**config.mk**
```make
export PLATFORM = sky130hd
export DESIGN_NAME = quad_enc_ctrl
export DESIGN_NICKNAME = d
export VERILOG_FILES = /design/src/rtl/quad_enc_ctrl.sv
export SDC_FILE = /design/constraint.sdc
export NUM_CORES = 1
export LEC_CHECK = 0
export ABC_AREA = 1
export CAP_MARGIN = 20
export CORE_AREA = 2 2 84 86
export CTS_CLUSTER_SIZE = 25
export DETAILED_ROUTE_END_ITERATION = 10
export DIE_AREA = 0 0 86 88
export PLACE_DENSITY = 0.54
export RECOVER_POWER = 50
export SYNTH_ARGS = -nofsm -noshare
export SYNTH_HDL_FRONTEND = slang
export SYNTH_SLANG_ARGS = --single-unit
```
**constraint.sdc**
```tcl
create_clock -name clk_100MHz -period 7.6 [get_ports clk_100MHz]
set_clock_uncertainty 0.05 [all_clocks]
set_input_delay 1.14 -clock clk_100MHz [delete_from_list [all_inputs] [get_ports clk_100MHz]]
set_output_delay 1.14 -clock clk_100MHz [all_outputs]
set_load 0.02 [all_outputs]
```
**src/rtl/quad_enc_ctrl.sv**
```systemverilog
// Quadrature detent controller for the PmodENC path.
// Syncs and filters A/B, tracks detents, and owns the position, LEDs and error count.
module quad_enc_ctrl #(
  parameter int POS_MAX    = 19,
  parameter int POS_W      = 5,
  parameter int GLITCH_CYC = 4
) (
  input  logic             clk_100MHz,
  input  logic             reset,
  input  logic             a_in,
  input  logic             b_in,
  input  logic             btn_in,
  output logic [POS_W-1:0] pos,
  output logic             step,
  output logic             dir,
  output logic [1:0]       led,
  output logic [7:0]       err_cnt
);

  typedef enum logic [1:0] {
    ST_00 = 2'b00,
    ST_10 = 2'b10,
    ST_11 = 2'b11,
    ST_01 = 2'b01
  } ab_e;

  localparam logic [POS_W-1:0] PMAX = POS_W'(POS_MAX);
  localparam logic [7:0]       GCNT = 8'(GLITCH_CYC);

  // Maps the Gray-coded A/B pair onto its position in the CW cycle.
  function automatic logic [1:0] idx(input logic [1:0] v);
    return {v[0], v[1] ^ v[0]};
  endfunction

  logic             a_s1_q, a_s1_d, a_s2_q, a_s2_d;
  logic             b_s1_q, b_s1_d, b_s2_q, b_s2_d;
  logic             btn_s1_q, btn_s1_d, btn_s2_q, btn_s2_d;
  logic             btn_prev_q, btn_prev_d;
  logic             btn_edge_q, btn_edge_d;
  logic [1:0]       s;
  logic [1:0]       s_prev_q, s_prev_d;
  ab_e              f_q, f_d, f_old_q, f_old_d;
  logic [7:0]       cnt_q, cnt_d;
  logic             init_q, init_d;
  logic             upd_q, upd_d;
  logic             fupd;
  logic signed [3:0] acc_q, acc_d;
  logic signed [3:0] delta, sum;
  logic [1:0]       diff;
  logic             fwd, rev, ill;
  logic             cw_hit, ccw_hit;
  logic [POS_W-1:0] pos_q, pos_d;
  logic             step_q, step_d;
  logic             dir_q, dir_d;
  logic [1:0]       led_q, led_d;
  logic [7:0]       err_q, err_d;

  // Input synchronizers, button edge detect and the A/B stability filter.
  always_comb begin
    a_s1_d     = a_in;
    a_s2_d     = a_s1_q;
    b_s1_d     = b_in;
    b_s2_d     = b_s1_q;
    btn_s1_d   = btn_in;
    btn_s2_d   = btn_s1_q;
    btn_prev_d = btn_s2_q;
    btn_edge_d = btn_s2_q & ~btn_prev_q;
    s          = {a_s2_q, b_s2_q};
    s_prev_d   = s;
    f_d        = f_q;
    cnt_d      = cnt_q;
    fupd       = 1'b0;
    // s_prev_q is the value that was counted stable, so it is what gets taken.
    if (cnt_q == GCNT) begin
      f_d   = ab_e'(s_prev_q);
      cnt_d = '0;
      fupd  = 1'b1;
    end else if (s == f_q) begin
      cnt_d = '0;
    end else if (s == s_prev_q) begin
      cnt_d = cnt_q + 8'd1;
    end else begin
      cnt_d = 8'd1;
    end
    f_old_d = fupd ? f_q : f_old_q;
    upd_d   = fupd & ~init_q;
    init_d  = init_q & ~fupd;
  end

  // Classify the last f move and run the detent accumulator.
  always_comb begin
    diff    = idx(f_q) - idx(f_old_q);
    fwd     = upd_q && (diff == 2'd1);
    rev     = upd_q && (diff == 2'd3);
    ill     = upd_q && (diff == 2'd2);
    delta   = fwd ? 4'sd1 : -4'sd1;
    sum     = acc_q + delta;
    acc_d   = acc_q;
    err_d   = err_q;
    cw_hit  = 1'b0;
    ccw_hit = 1'b0;
    unique case (1'b1)
      ill: begin
        acc_d = '0;
        if (err_q != 8'hFF) err_d = err_q + 8'd1;
      end
      fwd, rev: begin
        if (f_q == ST_00) begin
          acc_d   = '0;
          cw_hit  = (sum == 4'sd4);
          ccw_hit = (sum == -4'sd4);
        end else begin
          acc_d = sum;
        end
      end
      default: ;
    endcase
    if (btn_edge_q) acc_d = '0;
  end

  // Position, direction and LED update; a button clear overrides the step.
  always_comb begin
    pos_d  = pos_q;
    dir_d  = dir_q;
    led_d  = led_q;
    step_d = cw_hit | ccw_hit;
    if (cw_hit) begin
      pos_d = (pos_q == PMAX) ? '0 : pos_q + 1'b1;
      dir_d = 1'b1;
      led_d = 2'b01;
    end else if (ccw_hit) begin
      pos_d = (pos_q == '0) ? PMAX : pos_q - 1'b1;
      dir_d = 1'b0;
      led_d = 2'b10;
    end
    if (btn_edge_q) pos_d = '0;
  end

  // All state registers.
  always_ff @(posedge clk_100MHz or posedge reset) begin
    if (reset) begin
      a_s1_q     <= 1'b0;
      a_s2_q     <= 1'b0;
      b_s1_q     <= 1'b0;
      b_s2_q     <= 1'b0;
      btn_s1_q   <= 1'b0;
      btn_s2_q   <= 1'b0;
      btn_prev_q <= 1'b0;
      btn_edge_q <= 1'b0;
      s_prev_q   <= 2'b00;
      f_q        <= ST_00;
      f_old_q    <= ST_00;
      cnt_q      <= '0;
      init_q     <= 1'b1;
      upd_q      <= 1'b0;
      acc_q      <= '0;
      pos_q      <= '0;
      step_q     <= 1'b0;
      dir_q      <= 1'b0;
      led_q      <= 2'b00;
      err_q      <= '0;
    end else begin
      a_s1_q     <= a_s1_d;
      a_s2_q     <= a_s2_d;
      b_s1_q     <= b_s1_d;
      b_s2_q     <= b_s2_d;
      btn_s1_q   <= btn_s1_d;
      btn_s2_q   <= btn_s2_d;
      btn_prev_q <= btn_prev_d;
      btn_edge_q <= btn_edge_d;
      s_prev_q   <= s_prev_d;
      f_q        <= f_d;
      f_old_q    <= f_old_d;
      cnt_q      <= cnt_d;
      init_q     <= init_d;
      upd_q      <= upd_d;
      acc_q      <= acc_d;
      pos_q      <= pos_d;
      step_q     <= step_d;
      dir_q      <= dir_d;
      led_q      <= led_d;
      err_q      <= err_d;
    end
  end

  assign pos     = pos_q;
  assign step    = step_q;
  assign dir     = dir_q;
  assign led     = led_q;
  assign err_cnt = err_q;

endmodule

```
Yosys cells after proc, flatten, opt, wreduce, memory -nomap -nowiden
Index checks and enable logic that the tools add are counted.

storage, ports and cells
  bits of input ports = 5
  flip-flop bits (word level) = 45
  word-level logic and storage cells = 76
  output and inout bits = 17

cells by class
  mux-type cells = 21
  equality and inequality tests = 10
  reduce and logical (&&, ||, !) cells = 10
  add/sub/neg operators = 6
  bitwise logic cells = 9

operators with widths
  operator                                                             number
  5-bit two-way mux                                                    5
  8-bit two-way mux                                                    3
  8-bit by 1-bit adder with 8-bit output (second input constant)       2
  4-bit two-way mux                                                    3
  8-bit by 3-bit == test with 1-bit output (second input constant)     1
  8-bit != test (second input constant)                                1
  4-bit case mux with 2 select lines                                   1
  1-bit two-way mux                                                    7
  3-bit nonzero test                                                   2
  5-bit by 1-bit adder with 5-bit output (second input constant)       1
  5-bit == test (second input constant)                                1
  5-bit logical NOT                                                    1
  5-bit by 1-bit subtractor with 5-bit output (second input constant)  1
  4-bit adder                                                          1
  2-bit == test                                                        2
  2-bit == test (second input constant)                                2
  4-bit by 3-bit == test with 1-bit output (second input constant)     1
  4-bit == test (second input constant)                                1
  2-bit two-way mux                                                    2
  1-bit AND                                                            3
  1-bit logical AND                                                    3
  1-bit NOT                                                            3
  2-bit by 1-bit == test with 1-bit output (second input constant)     1
  2-bit logical NOT                                                    1
  6 further kinds                                                      7

Depth between registers and ports, before layout
  depth after elaboration = 12
  gate-level depth with buffers = 20
  mapped depth without buffers = 20

Worst setup path before layout
OpenSTA, ideal clock, no wires.

  path kind = register to register
  from = register f_q[0]
  to = register pos_q[4] (netlist: pos[4])
  setup time = 0.117 ns
  buffers on the path = 0
  data arrival time = 2.624 ns
  cell stages (with the launch flop) = 19
  clock period less this slack = 2.790 ns
  required time = 7.433 ns
  setup slack = 4.810 ns
  path through = dfrtp_1 inv_2 ha_1 inv_1 ha_1 nor2_2 nand3_1 ha_1 nand3_1 nand3_1 nand2_1 nand2_1 inv_1 nand2_1 nand2_1 o21ai_0 inv_1 nand2_1 nand2_1

between the ends
  cells in the longest elaborated chain, start to end = 11
  elaborated cells between the ends (all ways) = 19
  classes of those cells = add/sub (2); eq/ne (4); mux (7); bitwise (1); reduce/logical (5)

ends and longest elaborated chain
  element                                   RTL line  source
  start, declared                           42        ab_e f_q, f_d, f_old_q, f_old_d;
  start signal, assigned                    151       f_q <= ST_00;
  start signal, assigned                    172       f_q <= f_d;
  1-bit bitwise XOR                         32        return {v[0], v[1] ^ v[0]};
  2-bit subtractor                          92        diff = idx(f_q) - idx(f_old_q);
  2-bit by 1-bit == test with 1-bit output  93        fwd = upd_q && (diff == 2'd1);
  1-bit logical AND                         93
  4-bit two-way mux                         96        delta = fwd ? 4'sd1 : -4'sd1;
  4-bit adder                               97        sum = acc_q + delta;
  4-bit == test                             110       cw_hit = (sum == 4'sd4);
  1-bit two-way mux                         108       if (f_q == ST_00) begin
  1-bit two-way mux                         102       unique case (1'b1)
  5-bit two-way mux                         127       if (cw_hit) begin
  5-bit two-way mux                         136       if (btn_edge_q) pos_d = '0;
  end signal, assigned                      178       pos_q <= pos_d;
  end, declared                             52        logic [POS_W-1:0] pos_q, pos_d;

Several ways; a longest one is shown, not always the timed one.
A chain may end at the register's enable or synchronous reset.

==> metrics.csv <==
metric,value,unit
outcome,finished with violations,
violations,"max-capacitance violations, max-slew violations",
cts_buffers,5,
fillerInstances,666,
period_needed,3470,ps
rows,30,
postCtsSetupBuffers,0,
nNetsFinal,312,
placed_cell_area,2580,um2
yosys.area.top_type,dfrtp_1,
power_leakage,1.32,nW
peakVddDrop,0.0834,mV
cp-start-kind,primary input,
cap_viol_max_count,1,
r2r_setup_slack,4440,ps
synthTopCellsByArea,"dfrtp_1 47%, nand2_1 9.5%, inv_1 7.9%",
dieArea,7570,um2
grt_pass1_wl,7510,um
die_h,88,um
synth.net_count,286,
setup_viol,0,
crit_path_max_fanout,44,
rsz0062_at_grt,false,
htreeDepth,2,
path_clk_slew,90,ps
die_w,86,um
avgSynthCellArea,8.46,um2
antenna_cells,0,
core,6640,um2
dp.final_hpwl,2970,um
postRouteAntennaNets,0,
hold_violations,0,
ys_seq_area_share,48.2,%
fin_crit_sh,45.7,%
path_buf_inv,3,
fmax,288,MHz
clock-sinks,44,
drive_gt1_share,7.74,%
final_area,2690,um2
drc,0,
cts_root_buf,clkbuf_8,
tns,0,ps
crit_family,buffers and inverters,
worst_setup_path_end_kind,async pin,
grt_pass1_vias,1679,
cts_tree,yes,
max_stage_delay,1630,ps
report.final.slew_viol_count,45,
path_cells,dlygate4sd3_1 -> clkinv_1 -> clkbuf_1,
area_growth,17.8,%
syn_area,2280,um2
numPortBuffers,21,
postCtsResizedCells,0,
grt_overflow,0,
wl_per_cell,10.9,um
antenna_found_initial,0,
first_iter_violations,41,
worst-slew-pin-transition,2290,ps
max-slew-margin-rel,-53.0,%
drt_pass1_iterations,4,
cp.arrival,3360,ps
yosys_warnings,0,
worst-setup-path-type,in -> async,
stdcell_count,377,
synth_seq_cells,44,
start_util,34.4,%
io_pins,22,
clk_path_buf_depth,2,
powerDensity,198,nW/um2
holdBufCountCts,0,
via_per_inst,4.47,
dp.cells,369,
routabilityCongestion,0.802,
wl,4100,um
clk_latency,300,ps
synth_top_area_share,47.1,%
critPathSlowestCell,clkbuf_1,
worstPathRequired,7490,ps
grt_util_all_layers,12.4,%
ys_types,29,
min_path_type,reg -> reg,
grt_max_degree,45,
syn_inst,270,
num_vias,1687,
## final timing paths
check                           depth (start not counted)    endpoint  startpoint
worst max-delay path                                    3    acc_q[1]       reset
worst min-delay path                                    0  btn_prev_d    btn_s1_q
worst max register to register                         18      pos[4]      f_q[0]
worst min register to register                          0  btn_prev_d    btn_s1_q
max in group clk_100MHz                                18      pos[4]      f_q[0]
min in group asynchronous                               3    btn_s1_q       reset
## cells in the mapped netlist, drive strengths merged
library cell / number
nand2: 60
inv: 50
dfrtp: 43
nor2: 25
nand3: 19
o21ai: 15
xor2: 13
ha: 10
nor3: 7
nand4: 6
a21oi: 5
xnor2: 3
a31oi: 2
buf: 2
or2: 2
a21boi: 1
a31o: 1
clkbuf: 1
dfstp: 1
fa: 1
nor3b: 1
o21a: 1
o22ai: 1
## kinds of logic after synthesis
kind of cell	after synthesis	synth area share, %
compound gates	26	6.24
simple gates	120	23.8
flops	44	48.2
fa+ha+maj	11	6.35
xor+xnor	16	6.13
buf+inv	53	9.20
## layout make-up
type / count / area [um2] / area share, %
timing repair buffer: 22 / 214 / 7.95
tap: 80 / 100 / 3.72
clock buffer: 5 / 68.8 / 2.56
multi-input combinational: 173 / 972 / 36.1
sequential: 44 / 1100 / 41.0
clock inverter: 3 / 46.3 / 1.72
inverter: 50 / 188 / 6.97
## per-stage QoR
stage / utilization, % / hold slack (ps) / power (mW) / setup slack (ps)
after CTS: 40.6 / 319 / 0.541 / 4420
after detailed placement: 38.8 / 290 / 0.356 / 4480
after floorplan: - / 281 / 0.334 / 4810
after global placement: 38.8 / 289 / 0.355 / 4550
after global routing: 40.5 / 339 / 0.567 / 3550
final: 40.5 / 314 / 0.532 / 4130
## cells in the final DEF, fill, tap and decap left out, drive strengths merged
cell type,netlist,final
a21boi,1,1
a21oi,5,5
a31o,1,1
a31oi,2,2
bufinv,0,1
clkbuf,1,6
clkdlybuf4s50,0,17
clkinv,0,1
clkinvlp,0,1
dfrtp,43,43
dfstp,1,1
dlygate4sd3,0,4
fa,1,1
ha,10,10
inv,50,50
nand2,60,60
nand3,19,19
nand4,6,6
nor2,25,25
nor3,7,7
nor3b,1,1
o21a,1,1
o21ai,15,15
o22ai,1,1
or2,2,2
xnor2,3,3
xor2,13,13
## flip-flops by register name (all words and copies together), names as in the netlist
name        cells
b_s1_q          1
b_s2_q          1
cnt_q           8
upd_q           1
f_q             2
btn_edge_q      1
step            1
init_q          1
btn_prev_q      1
err_cnt         8
btn_prev_d      1
f_old_q         2
pos             5
s_prev_q        2
btn_s1_q        1
a_s1_q          1
acc_q           4
led             2
a_s2_q          1
## power breakdown
group          switching (mW)  leakage [nW]  internal (mW)  total (mW)
Sequential             0.0121         0.585          0.249       0.261
Combinational          0.0548         0.679         0.0334      0.0882
Clock                  0.0839        0.0548         0.0990       0.183
## worst register-to-register path, stage by stage (launching register included)
cell	delay [ps]
dfrtp_1	420
inv_2	70
ha_1	270
inv_1	40
ha_1	320
nor2_2	290
nand3_1	240
ha_1	400
nand3_1	120
nand3_1	80
nand2_1	50
nand2_1	80
inv_1	50
nand2_1	100
nand2_1	140
o21ai_0	190
inv_1	60
nand2_1	70
nand2_1	40
## layer usage
metal,vias up,share of wire (%),wire length (um),global-route usage [%]
met3,6,3.5,145,3.02
li1,890,-,-,-
met5,-,0,0,0
met1,762,51,2110,16.3
met4,0,1.2,51,3.90
met2,29,44,1790,20.3
(Power assumes the default switching activity.)
